===== src/rtl/mem_port_arbiter.sv =====
// mem_port_arbiter
//
// Shares one single-port synchronous RAM between the core's instruction-fetch
// port and its data (load/store) port. At most one access is granted per
// cycle. The data port wins ties unless fetch has been denied for
// STARVE_LIMIT consecutive cycles. Read data is routed back to the issuing
// port MEM_LATENCY cycles after the grant.
//
// Parameters
//   MEM_LATENCY    cycles from a granted read to mem_rdata_i valid (1..4)
//   STARVE_LIMIT   denied-fetch cycles after which fetch wins a tie (0..15)
//   CONFLICT_INIT  reset/preload value of conflict_cnt_o (0 in normal use)
//
// Ports
//   clk_i, rst_n_i          clock (rising edge), async active-low reset
//   if_req_i/if_addr_i      fetch read request and byte address
//   if_gnt_o                fetch accepted this cycle (combinational)
//   if_rvalid_o/if_rdata_o  fetch read response
//   dm_req_i/dm_we_i        data request, byte strobes (0000 = read)
//   dm_addr_i/dm_wdata_i    data byte address, lane-aligned store data
//   dm_gnt_o                data accepted this cycle (combinational)
//   dm_rvalid_o/dm_rdata_o  data read response
//   mem_en_o/mem_we_o       RAM access strobe and byte write strobes
//   mem_addr_o/mem_wdata_o  RAM byte address and write data
//   mem_rdata_i             RAM read data, MEM_LATENCY cycles after mem_en_o
//   conflict_cnt_o          cycles in which both ports requested (wraps)
module mem_port_arbiter #(
  parameter int unsigned MEM_LATENCY   = 1,
  parameter int unsigned STARVE_LIMIT  = 3,
  parameter logic [31:0] CONFLICT_INIT = 32'h0000_0000
) (
  input  logic        clk_i,
  input  logic        rst_n_i,
  input  logic        if_req_i,
  input  logic [31:0] if_addr_i,
  output logic        if_gnt_o,
  output logic        if_rvalid_o,
  output logic [31:0] if_rdata_o,
  input  logic        dm_req_i,
  input  logic [3:0]  dm_we_i,
  input  logic [31:0] dm_addr_i,
  input  logic [31:0] dm_wdata_i,
  output logic        dm_gnt_o,
  output logic        dm_rvalid_o,
  output logic [31:0] dm_rdata_o,
  output logic        mem_en_o,
  output logic [3:0]  mem_we_o,
  output logic [31:0] mem_addr_o,
  output logic [31:0] mem_wdata_o,
  input  logic [31:0] mem_rdata_i,
  output logic [31:0] conflict_cnt_o
);

  localparam logic [3:0] STARVE_LIM = 4'(STARVE_LIMIT);

  logic [3:0]             starve_cnt;
  logic                   fetch_wins;
  logic                   arb_if;
  logic                   arb_dm;
  logic                   rd_vld;
  logic                   rd_own;
  logic [MEM_LATENCY-1:0] vld_p;
  logic [MEM_LATENCY-1:0] own_p;

  function automatic logic [3:0] sat_inc4(input logic [3:0] v);
    return (v == 4'hF) ? v : v + 4'd1;
  endfunction

  function automatic logic [31:0] wrap_inc32(input logic [31:0] v);
    return v + 32'd1;
  endfunction

  // Arbitration and RAM drive: purely combinational, same cycle as request.
  always_comb begin
    fetch_wins = (starve_cnt >= STARVE_LIM);
    arb_if     = if_req_i & (~dm_req_i | fetch_wins);
    arb_dm     = dm_req_i & ~arb_if;
    // Grants must read low for the whole time reset is held, even before
    // the first clock edge clears the counters.
    if_gnt_o   = arb_if & rst_n_i;
    dm_gnt_o   = arb_dm & rst_n_i;

    mem_en_o    = if_gnt_o | dm_gnt_o;
    mem_we_o    = dm_gnt_o ? dm_we_i : 4'b0000;
    mem_wdata_o = dm_wdata_i;
    if (if_gnt_o)      mem_addr_o = if_addr_i;
    else if (dm_gnt_o) mem_addr_o = dm_addr_i;
    else               mem_addr_o = 32'h0000_0000;

    // Tag for this cycle: only reads produce a response.
    rd_vld = if_gnt_o | (dm_gnt_o & (dm_we_i == 4'b0000));
    rd_own = dm_gnt_o;
  end

  // Fetch-starvation counter: counts consecutive denied fetch cycles.
  always_ff @(posedge clk_i or negedge rst_n_i) begin
    if (!rst_n_i) begin
      starve_cnt <= 4'd0;
    end else if (if_req_i & ~if_gnt_o) begin
      starve_cnt <= sat_inc4(starve_cnt);
    end else begin
      starve_cnt <= 4'd0;
    end
  end

  always_ff @(posedge clk_i or negedge rst_n_i) begin
    if (!rst_n_i) begin
      conflict_cnt_o <= CONFLICT_INIT;
    end else if (if_req_i & dm_req_i) begin
      conflict_cnt_o <= wrap_inc32(conflict_cnt_o);
    end
  end

  // Tag pipeline stage 0 .. MEM_LATENCY-1: valid bits are cleared by reset,
  // which drops reads in flight; owner bits only qualify a valid.
  always_ff @(posedge clk_i or negedge rst_n_i) begin
    if (!rst_n_i) begin
      vld_p <= '0;
    end else begin
      vld_p[0] <= rd_vld;
      for (int i = 1; i < MEM_LATENCY; i++) begin
        vld_p[i] <= vld_p[i-1];
      end
    end
  end

  always_ff @(posedge clk_i) begin
    own_p[0] <= rd_own;
    for (int i = 1; i < MEM_LATENCY; i++) begin
      own_p[i] <= own_p[i-1];
    end
  end

  // Pipeline output: steer the response to its owner.
  always_comb begin
    if_rvalid_o = vld_p[MEM_LATENCY-1] & ~own_p[MEM_LATENCY-1];
    dm_rvalid_o = vld_p[MEM_LATENCY-1] & own_p[MEM_LATENCY-1];
    if_rdata_o  = mem_rdata_i;
    dm_rdata_o  = mem_rdata_i;
  end

endmodule


===== config.mk =====
export PLATFORM = sky130hd
export DESIGN_NAME = mem_port_arbiter
export DESIGN_NICKNAME = d
export VERILOG_FILES = /design/src/rtl/mem_port_arbiter.sv
export SDC_FILE = /design/constraint.sdc
export NUM_CORES = 1
export LEC_CHECK = 0
export ABC_AREA = 1
export BUFFER_PORTS_ARGS = -buffer_cell sky130_fd_sc_hd__buf_4
export CAP_MARGIN = 20
export CORE_AREA = 8 8 111 113
export DETAILED_ROUTE_END_ITERATION = 7
export DIE_AREA = 0 0 119 121
export HOLD_SLACK_MARGIN = 0.08
export PLACE_DENSITY = 0.68
export REMOVE_ABC_BUFFERS = 1
export SLEW_MARGIN = 20
export SYNTH_ARGS = -nofsm -noshare
export SYNTH_HDL_FRONTEND = slang
export SYNTH_SLANG_ARGS = --single-unit

===== constraint.sdc =====
create_clock -name clk_i -period 3.75 [get_ports clk_i]
set_input_delay 0.5625 -clock clk_i [delete_from_list [all_inputs] [get_ports clk_i]]
set_output_delay 0.5625 -clock clk_i [all_outputs]
set_load 0.01 [all_outputs]

---- Word level (Yosys, flattened, before mapping) ----
Cells that the tools add are included.
storage, ports and cells
  bits of input ports ..................... 136
  output and inout bits ................... 169
  register bits after elaboration ......... 38
  logic and storage cells ................. 31
cells by class
  bitwise gates (word level) .............. 16
  add/sub/neg operators ................... 2
  equal/unequal tests ..................... 2
  $lt $le $gt $ge ......................... 1
  reductions and logical operators ........ 1
  muxes and demuxes ....................... 5
operators by type and width
  cell                                                                    count
  32-bit two-way mux                                                      2
  32-bit by 1-bit adder with 32-bit output (second input constant)        1
  4-bit two-way mux                                                       3
  1-bit AND                                                               9
  4-bit by 1-bit adder with 4-bit output (second input constant)          1
  4-bit equality test (second input constant)                             1
  4-bit by 2-bit >= comparator with 1-bit output (second input constant)  1
  4-bit logical NOT                                                       1
  1-bit inverter                                                          4
  1-bit OR                                                                3
  2-bit inequality test (second input constant)                           1

---- Logic depth before layout (Yosys ltp) ----
Gate-level depths: netlist (run 1).
  word-level depth ........................ 8
  mapped depth ............................ 9
  depth with buffers taken out ............ 9

---- Worst setup path after synthesis (run 1) ----
No wires, ideal clock.
  path type ............................... register to output
  from .................................... register starve_cnt[0]
  to ...................................... output mem_addr_o[22]
  path buffers ............................ 1
  data required time ...................... 3188 ps
  path slack .............................. 1819 ps
  data arrival time ....................... 1368 ps
  cell stages (with the launch flop) ...... 10
  cells stage by stage .................... dfrtp_1 > ha_1 > inv_1 > nand3_1 > nand2_1 > nand3_2 > inv_2 > buf_4 > nand2_1 > nand2_1
between the ends
  longest elaborated chain between the ends .. 8
  elaborated cells between the ends (all ways) .. 9
  those cells by class .................... 1 x order compare; 2 x mux; 6 x bitwise
ends and longest elaborated chain
  element                                         RTL line  text
  from (decl)                                     56        logic [3:0] starve_cnt;
  from (signal assigned)                          100       starve_cnt <= sat_inc4(starve_cnt);
  4-bit by 2-bit >= comparator with 1-bit output  75        fetch_wins = (starve_cnt >= STARVE_LIM);
  1-bit OR                                        76        arb_if = if_req_i & (~dm_req_i | fetch_wins);
  1-bit AND                                       76
  1-bit inverter                                  77        arb_dm = dm_req_i & ~arb_if;
  1-bit AND                                       77
  1-bit AND                                       81        dm_gnt_o = arb_dm & rst_n_i;
  net dm_gnt_o                                    43        output logic dm_gnt_o,
  32-bit two-way mux                              87        else if (dm_gnt_o) mem_addr_o = dm_addr_i;
  32-bit two-way mux                              86        if (if_gnt_o) mem_addr_o = if_addr_i;
  to (decl)                                       48        output logic [31:0] mem_addr_o,
The timed path passes the listed nets, and every way through them passes these cells.

---- Worst setup path after layout (run 1) ----
  from .................................... input rst_n_i
  to ...................................... output mem_addr_o[6]
between the ends
  longest elaborated chain between the ends .. 3
  elaborated cells between the ends (all ways) .. 4
  those cells by class .................... 2 x mux; 2 x bitwise
ends and longest elaborated chain
  element               RTL line  text
  from (decl)           33        input logic rst_n_i,
  1-bit AND             81
  32-bit two-way mux    87
  32-bit two-way mux *  86
Mark *: on every way between the ends. The rest lies on a longest branch, timed or not.

==> impl_metrics.yaml, run 1 <==
routing:
  drtAntennaViolNets: 0
  totalWireLength_mm: 16.74
  vias: 3185
  drc_errors: 0
  dr.pass1.iters: 4
  drtIter0Drc: 183
  via_per_inst: 4.712
  drt-wirelength-per-cell_um: 24.76
finish:
  regArea_um2: 945.9
  fill_cells: 1107
  final_cell_count_no_fill: 676
  multi_input_area_um2: 1470
  num_antenna_cells: 0
  drive_above_1_share_pct: 33.40
  fin_nets: 673
  syn_to_final_growth_pct: 17.50
worst_setup_path:
  cp-end-kind: "primary output"
  crit_path_max_fanout: 38
  rr_worst_depth: 6
  critPathKind: "in2out"
  startpoint: "rst_n_i"
  r2r-end: "own_p"
  start_kind: "primary input"
  regToRegSetupSlack_ns: 2.09
  critical_path.reg2reg.startpoint: "starve_cnt[0]"
  worstPathRequired_ns: 3.19
  arrival_ns: 2.23
clocking:
  htreeDepth: 2
  worstSkewPairLatency_ns: 0.29
  cts_tree: "yes"
  cts_buffers: 5
  cts.sinks: 38
  postCtsSetupRepairBufs: 0
  cts_hold_buf: 0
  cts.repair.resized: 0
  cts_buffer_depth: 2
  path_clk_slew_ns: 0.07
  root_buffer: "clkbuf_8"
floorplan:
  die_w_um: 119
  start_util_pct: 31.57
  die_h_um: 121
  num_io_pins: 305
  core_area_um2: 10600
  rows: 38
  dieArea_um2: 14400
power:
  irDropWorstVdd_uv: 126.7
  leakage_nw: 2.210
  p_per_area_nw_per_um2: 271.2
timing:
  setup_ws_ns: 0.9586
  fin_hold_ws_ns: 0.3782
  worst_pin_slew_ns: 0.5215
  setup_viol: 0
  fin_skew_ns: 0.008588
  fmax_mhz: 358.2
  rsz0062_at_grt: "no"
  fin_crit_ns: 2.791
  finalSetupTns_ns: 0
  hold_violations: 0
  slew_headroom_pct: 65.18
  drv_slew: 0
  finalCritPeriodShare_pct: 74.44
place:
  hpwl_mm: 15.07
  portBuffers: 144
  post-place-ws_ns: 0.8976
  place_congestion: 0.9551
  place_inst: 668
global_route:
  grt_max_degree: 39
  grt.overflow.total: 0
  track_usage_pct: 22.51
  grt_pass1_wl_mm: 23.21
  antenna_found_initial: 0
  grt_pass1_vias: 3303
logic_synthesis:
  synthCells: 484
  yosysSeqAreaShare_pct: 28.26
  synth.avg_cell_area_um2: 6.915
  syn_area_um2: 3347
  synth_cell_types: 26
  yosysWarnings: 0
  ys_ff_latch: 38
worst_hold_path:
  hold_path_class: "in2async"
run_status:
  status: "complete, no violations"
flow_run:
  drv_cap: 0
-- state kept, by name, summed over array words and instances (netlist names) --
signal and count:
starve_cnt 4, own_p 1, conflict_cnt_o 32, vld_p 1
-- final cells by class --
class                   instances  area share (%)
multi-input cells             300           37.38
repair buffers                146           27.87
flip-flops and latches         38           24.05
well taps                     140           4.454
inverters                      44           4.200
clock buffers                   8           2.036
-- cells in the mapped netlist (all sizes together) --
cell / instances / area share (%)
nand2: 183 / 21
buf: 102 / 23
nor2: 48 / 7.9
inv: 44 / 4.9
dfrtp: 37 / 28
nand3: 21 / 3.6
nand4: 13 / 2.4
xnor2: 11 / 2.9
xor2: 11 / 2.9
a21oi: 3 / 0.45
ha: 2 / 0.75
nand3b: 2 / 0.45
nor3: 2 / 0.45
o21ai: 2 / 0.30
and2: 1 / 0.19
dfxtp: 1 / 0.60
nor3b: 1 / 0.22
-- logic make-up after synthesis --
family                   count (synthesis)  synth area share, %
flip-flops                              38                28.26
AND/OR/NAND/NOR                        271                36.67
AO/OA/AOI/OAI                            5               0.7472
adder cells (fa/ha/maj)                  2               0.7475
buffers and inverters                  146                27.81
XOR/XNOR                                22                5.757
-- stage by stage --
step	total power, mW	cell area, µm²	util, %
floorplan	0.6090	2581	-
global placement	0.7998	3852	36.33
detailed placement	0.8045	3852	36.33
CTS	1.079	3933	37.09
global route	1.127	3933	37.09
finish	1.066	3933	37.09
-- power by group --
group	switching, mW	leakage, nW	total, mW	internal (mW)
Combinational	0.151	1.67	0.307	0.156
Clock	0.142	0.0395	0.274	0.132
Sequential	0.0425	0.497	0.485	0.442
-- layout by cell type, fill, tap and decap left out, drive strengths merged --
cell    Yosys  layout
nand2     183     183
inv        44      44
buf       102     146
nand4      13      13
nand3b      2       2
xnor2      11      11
dfrtp      37      37
clkbuf      0       8
o21ai       2       2
ha          2       2
nor2       48      48
nor3        2       2
dfxtp       1       1
and2        1       1
a21oi       3       3
xor2       11      11
nor3b       1       1
nand3      21      21
-- worst max-delay path, stage by stage --
cell and delay, ns:
buf_4 0.12, buf_4 0.43, nand3_2 0.23, inv_2 0.45
nand2_1 0.18, nand2_1 0.11, buf_4 0.12
-- worst max path at each step --
stage               depth (start not counted)            end
floorplan                                   7  mem_addr_o[0]
global placement                            7  mem_addr_o[6]
detailed placement                          7  mem_addr_o[6]
CTS                                         7  mem_addr_o[6]
global route                                7  mem_addr_o[6]
finish                                      7  mem_addr_o[6]
-- layer usage --
layer / routed length [µm] / share of wire, % / up-vias / track usage [%]
met1: 5061 / 30 / 1404 / 18.89
met2: 6930 / 41 / 288 / 32.60
met3: 4522 / 27 / 14 / 29.13
li1: - / - / 1475 / -
met4: 114 / 0.68 / 4 / 2.530
met5: 108 / 0.65 / - / 6.250
No activity file was read; power rests on OpenSTA's default activity.
==> inputs of run 2 (changes only) <==
- CORE_AREA: 8 8 111 113 -> 8 8 113 115
- DIE_AREA: 0 0 119 121 -> 0 0 121 123
- PLACE_DENSITY: 0.68 -> 0.69
- clock period: 3.75 -> 2.55 ns (I/O delays scaled with it)
==> run 2 against run 1 <==
Compared with the run above:
- die area rose by 3.4%
- routed wire length increased by 2.5%
- highest routed layer unchanged
- sequential share of layout area decreased by 0.83 points
- first-iteration DRC count is 11% lower
- via count rose by 0.16%
- non-clock buffer count rose by 1
==> impl_metrics.yaml, run 2 (same netlist as run 1, synthesis figures left out) <==
clocking:
  postCtsSetupRepairBufs: 0
  htreeDepth: 2
  cts.sinks: 38
  worstSkewPairLatency_ns: 0.28
  cts_tree: "yes"
  cts_buffer_depth: 2
  path_clk_slew_ns: 0.06
  root_buffer: "clkbuf_16"
  cts_buffers: 5
routing:
  via_per_inst: 4.691
  drtIter0Drc: 163
  drt-wirelength-per-cell_um: 25.23
  drc_errors: 0
  dr.pass1.iters: 4
  vias: 3190
  totalWireLength_mm: 17.15
  drtAntennaViolNets: 0
run_status:
  status: "complete, no violations"
worst_hold_path:
  hold_path_class: "in2reg"
  holdPathStages: 4
power:
  leakage_nw: 2.272
  irDropWorstVdd_uv: 239.8
  p_per_area_nw_per_um2: 495.0
finish:
  final_common_cell: "nand2_1"
  post-route-util_pct: 36.78
  fin_nets: 674
  syn_to_final_growth_pct: 21.72
  drive_above_1_share_pct: 33.89
  fill_cells: 1180
  reg_top3: "conflict_cnt_o (32), starve_cnt (4)"
  largest-register: "conflict_cnt_o"
  num_antenna_cells: 0
  final_cell_mix: "nand2_1 (176), buf_4 (145), inv_1 (41)"
  largest_reg_flops: 32
floorplan:
  start_util_pct: 30.22
  rows: 39
  core_area_um2: 11080
  die_w_um: 121
  die_h_um: 123
  dieArea_um2: 14880
  num_io_pins: 305
worst_setup_path:
  slowest_delay_ns: 0.58
  r2r-end: "conflict_cnt_o[14]"
  path_cells: "dlygate4sd3_1 -> buf_4 -> nand3_1 -> inv_1 -> buf_6 -> nand2_1 -> nand2_1 -> buf_4"
  regToRegSetupSlack_ns: 0.98
  critPathSlowestCell: "dlygate4sd3_1"
  crit_end: "mem_addr_o[21]"
  worstPathRequired_ns: 2.17
  arrival_ns: 2.03
  start_kind: "primary input"
  crit_path_max_fanout: 33
  cp-end-kind: "primary output"
  startpoint: "rst_n_i"
  critPathKind: "in2out"
  critical_path.reg2reg.startpoint: "conflict_cnt_o[1]"
  rr_worst_depth: 8
place:
  portBuffers: 144
  place_congestion: 0.9516
  post-place-ws_ns: 0.2402
  hpwl_mm: 15.39
global_route:
  grt_pass1_wl_mm: 23.81
  grt.overflow.total: 0
  grt_pass1_vias: 3371
  antenna_found_initial: 0
  grt_max_degree: 37
  track_usage_pct: 22.54
timing:
  hold_violations: 0
  fin_hold_ws_ns: 0.3950
  rsz0062_at_grt: "no"
  fin_skew_ns: 0.004577
  drv_slew: 0
  worst_pin_slew_ns: 0.4751
  slew_headroom_pct: 68.33
  fin_crit_ns: 2.414
  fmax_mhz: 414.3
  finalCritPeriodShare_pct: 94.67
  setup_viol: 0
  finalSetupTns_ns: 0
  setup_ws_ns: 0.1360
flow_run:
  drv_cap: 0
-- run 2: cell count changes in the layout (fill, tap and decap cells not counted), sizes merged --
cell	previous run	this run
dlygate4sd3	0	1
bufinv	0	2
clkbuf	8	6
-- run 2: timing repair --
| action | in CTS | in global routing |
|---|---|---|
| endpoints found under the setup margin | 6 | 4 |
| endpoints found under the hold margin | 1 | 0 |
| resized for setup | 1 | 2 |
| hold buffers | 1 | 0 |
-- run 2: layer usage --
layer | GRT usage (%) | vias up | wire, µm
li1 | - | 1486 | -
met1 | 18.94 | 1371 | 5175
met2 | 33.92 | 314 | 7240
met3 | 26.30 | 15 | 4416
met4 | 3.903 | 4 | 166
met5 | 8.882 | - | 154
-- run 2: critical path: cells and delay by family --
family        cells  cell delay, ns
simple gates      3            0.40
buf+inv           5            1.23
-- run 2: worst min-delay path by stage --
stage                          start                 to  slack, ns
after floorplan              rst_n_i  conflict_cnt_o[0]       0.09
after detailed placement     rst_n_i              vld_p       0.19
after CTS                 dm_we_i[2]              vld_p       0.39
final                     dm_we_i[2]              vld_p       0.39
after global routing      dm_we_i[2]              vld_p       0.41
after global placement       rst_n_i              vld_p       0.19
-- run 2: final cells by class --
cell class / count / area [µm²] / area share, %
inverter: 44 / 170.2 / 4.177
multi-input combinational: 300 / 1470 / 36.09
timing repair buffer: 147 / 1110 / 27.24
clock buffer: 6 / 138.9 / 3.409
sequential: 38 / 945.9 / 23.22
tap: 143 / 178.9 / 4.392
clock inverter: 2 / 60.06 / 1.474
-- run 2: where the power goes --
| group | switching (mW) | internal, mW | total [mW] |
|---|---|---|---|
| logic | 0.226 | 0.233 | 0.459 |
| registers | 0.0625 | 0.651 | 0.714 |
| clock network | 0.256 | 0.588 | 0.843 |
| total | 0.545 | 1.47 | 2.02 |
-- run 2: metrics by stage --
step           power [mW]  cell area, µm²  instances
3_3_place_gp        1.179            3856        671
5_1_grt             2.121            4074        680
2_1_floorplan      0.8956            2581        382
3_5_place_dp        1.190            3856        671
6_report            2.017            4074        680
4_1_cts             2.040            4068        680
==> inputs of run 3 (changes only) <==
- ABC_AREA: 1 -> unset
- CORE_AREA: 8 8 113 115 -> 8 8 112 114
- DIE_AREA: 0 0 121 123 -> 0 0 120 122
- PLACE_DENSITY: 0.69 -> 0.65
==> run 3 against run 2 <==
Compared with the run above:
- maximum frequency up 1.2%
- clock power down 47%
- routed wire length down 6.1%
- design area down 15%
- worst setup slack better by 0.030 ns
- final cell count down 29%
- global-route usage down 1.2 points
- hold slack worse by 0.21 ns
- combinational power up 2%
- largest cell class is now buffers
- highest routed layer unchanged
==> impl_metrics.yaml, run 3 <==
run_status:
  status: "complete, no violations"
logic_synthesis:
  yosysWarnings: 0
  synthCells: 293
  synthTopCellsByArea: "dfrtp_1 (33%), buf_4 (26%), a22o_1 (9.9%)"
  synth.avg_cell_area_um2: 9.677
  synth-main-ff-cell: "dfrtp_1"
  synth_top_area_share_pct: 32.66
  synth_cell_types: 31
  synth_async_sr_flop_share_pct: 97.37
  yosysSeqAreaShare_pct: 33.36
  synth_common_cells: "buf_4 (100), dfrtp_1 (37), a22o_1 (32)"
  ys_ff_latch: 38
  yosys.cell_count.top_type: "buf_4"
  synth_edf_count: 0
  syn_area_um2: 2835
  yosysTopAreaCell: "dfrtp_1"
clocking:
  cts_buffers: 5
  path_clk_slew_ns: 0.08
  cts_hold_buf: 0
  cts_tree: "yes"
  htreeDepth: 2
  cts.sinks: 38
  root_buffer: "clkbuf_8"
  cts_buffer_depth: 2
  postCtsSetupRepairBufs: 0
  worstSkewPairLatency_ns: 0.29
worst_setup_path:
  critPathKind: "reg2out"
  critPathSlowestCell: "dfrtp_1"
  worstPathRequired_ns: 2.17
  cp-end-kind: "primary output"
  path_buf_inv: 2
  arrival_ns: 2.00
  slowest_delay_ns: 0.42
  startpoint: "starve_cnt[0]"
  r2r-end: "starve_cnt[3]"
  critical_path.reg2reg.startpoint: "starve_cnt[0]"
  crit_path_max_fanout: 35
  cp_num_cells: 6
  rr_worst_depth: 6
  crit_end: "mem_addr_o[4]"
  path_delay_family: "flip-flops"
  path_cells: "ha_1 -> nor3_4 -> o211a_4 -> buf_12 -> a22o_1 -> buf_4"
  regToRegSetupSlack_ns: 0.68
  start_kind: "register"
floorplan:
  die_w_um: 120
  dieArea_um2: 14640
  die_h_um: 122
  rows: 38
  start_util_pct: 26.50
  core_area_um2: 10700
  num_io_pins: 305
global_route:
  grt_pass1_wl_mm: 21.62
  grt_pass1_vias: 2618
  grt_max_degree: 39
  antenna_found_initial: 0
  grt.overflow.total: 0
  track_usage_pct: 21.36
finish:
  final_cell_count_no_fill: 481
  fill_cells: 1096
  num_antenna_cells: 0
  largest-register: "conflict_cnt_o"
  largest_reg_flops: 32
  final_common_cell: "buf_4"
  regArea_um2: 945.9
  final_cell_mix: "buf_4 (146), dfrtp_1 (37), a22o_1 (32)"
  multi_input_area_um2: 1115
  reg_top3: "conflict_cnt_o (32), starve_cnt (4)"
  post-route-util_pct: 32.44
  post-route-cell-area_um2: 3471
  syn_to_final_growth_pct: 22.42
  fin_nets: 478
  drive_above_1_share_pct: 48.09
timing:
  fmax_mhz: 419.4
  fin_crit_ns: 2.384
  drv_slew: 0
  setup_viol: 0
  rsz0062_at_grt: "no"
  hold_violations: 0
  fin_hold_ws_ns: 0.1802
  worst_pin_slew_ns: 0.7440
  fin_skew_ns: 0.003573
  finalCritPeriodShare_pct: 93.50
  finalSetupTns_ns: 0
  slew_headroom_pct: 50.03
  setup_ws_ns: 0.1657
routing:
  totalWireLength_mm: 16.11
  vias: 2420
  dr.pass1.iters: 4
  drtAntennaViolNets: 0
  drt-wirelength-per-cell_um: 33.50
  drc_errors: 0
  drtIter0Drc: 99
  via_per_inst: 5.031
power:
  irDropWorstVdd_uv: 194.2
  p_sw_share_pct: 30.83
  p_switching_uw: 509.0
  power.total_mw: 1.651
  p_per_area_nw_per_um2: 475.7
  leakage_nw: 1.735
  combPwrFrac_pct: 28.5
  p_int_mw: 1.142
  clkPwrFrac_pct: 27.1
  p_seq_share_pct: 44.5
place:
  place_area_um2: 3349
  place_congestion: 0.8796
  post-place-ws_ns: 0.3392
  hpwl_mm: 14.43
  portBuffers: 144
  place_inst: 473
worst_hold_path:
  hold_path_class: "in2async"
flow_run:
  drv_cap: 0
run 3: power groups by stage:
stage	sequential, mW	clock (mW)	combinational, mW
global placement	0.740	0	0.461
detailed placement	0.745	0	0.469
finish	0.734	0.447	0.470
global route	0.747	0.496	0.505
CTS	0.733	0.466	0.470
floorplan	0.750	0	0.165
run 3: cell type report:
| cell class | count | area share (%) |
|---|---|---|
| sequential | 38 | 27.25 |
| clock buffer | 6 | 2.379 |
| clock inverter | 2 | 0.3605 |
| inverter | 1 | 0.1081 |
| timing repair buffer | 148 | 32.73 |
| multi-input combinational | 146 | 32.12 |
| tap | 140 | 5.047 |
run 3: layer usage:
| layer | track usage, % | part of all wire [%] |
|---|---|---|
| met5 | 9.868 | 1.3 |
| met4 | 1.952 | 0.53 |
| met3 | 26.61 | 28 |
| met2 | 34.19 | 44 |
| met1 | 15.89 | 27 |
run 3: timing repair:
item	CTS	global route
endpoints found under the hold margin	0	0
resized for setup	0	4
setup endpoints to repair	0	33
run 3: kinds of logic after synthesis:
group / count (synthesis) / share of synthesized area [%]
DFF: 38 / 33.36
adders and majority gates: 2 / 0.8825
buffers and inverters: 109 / 28.24
and+or+nand+nor: 74 / 15.80
AOI/OAI and AO/OA: 36 / 11.08
muxes: 2 / 0.7502
xor gates and xnor gates: 32 / 9.885
run 3: worst min-delay path by stage:
stage          slack [ns]                  to               start  depth (start not counted)
2_1_floorplan        0.09   conflict_cnt_o[0]             rst_n_i                          0
3_3_place_gp         0.46  conflict_cnt_o[31]  conflict_cnt_o[31]                          1
3_5_place_dp         0.48  conflict_cnt_o[31]  conflict_cnt_o[31]                          1
4_1_cts              0.18       starve_cnt[2]             rst_n_i                          2
5_1_grt              0.21       starve_cnt[3]             rst_n_i                          2
6_report             0.18       starve_cnt[2]             rst_n_i                          2
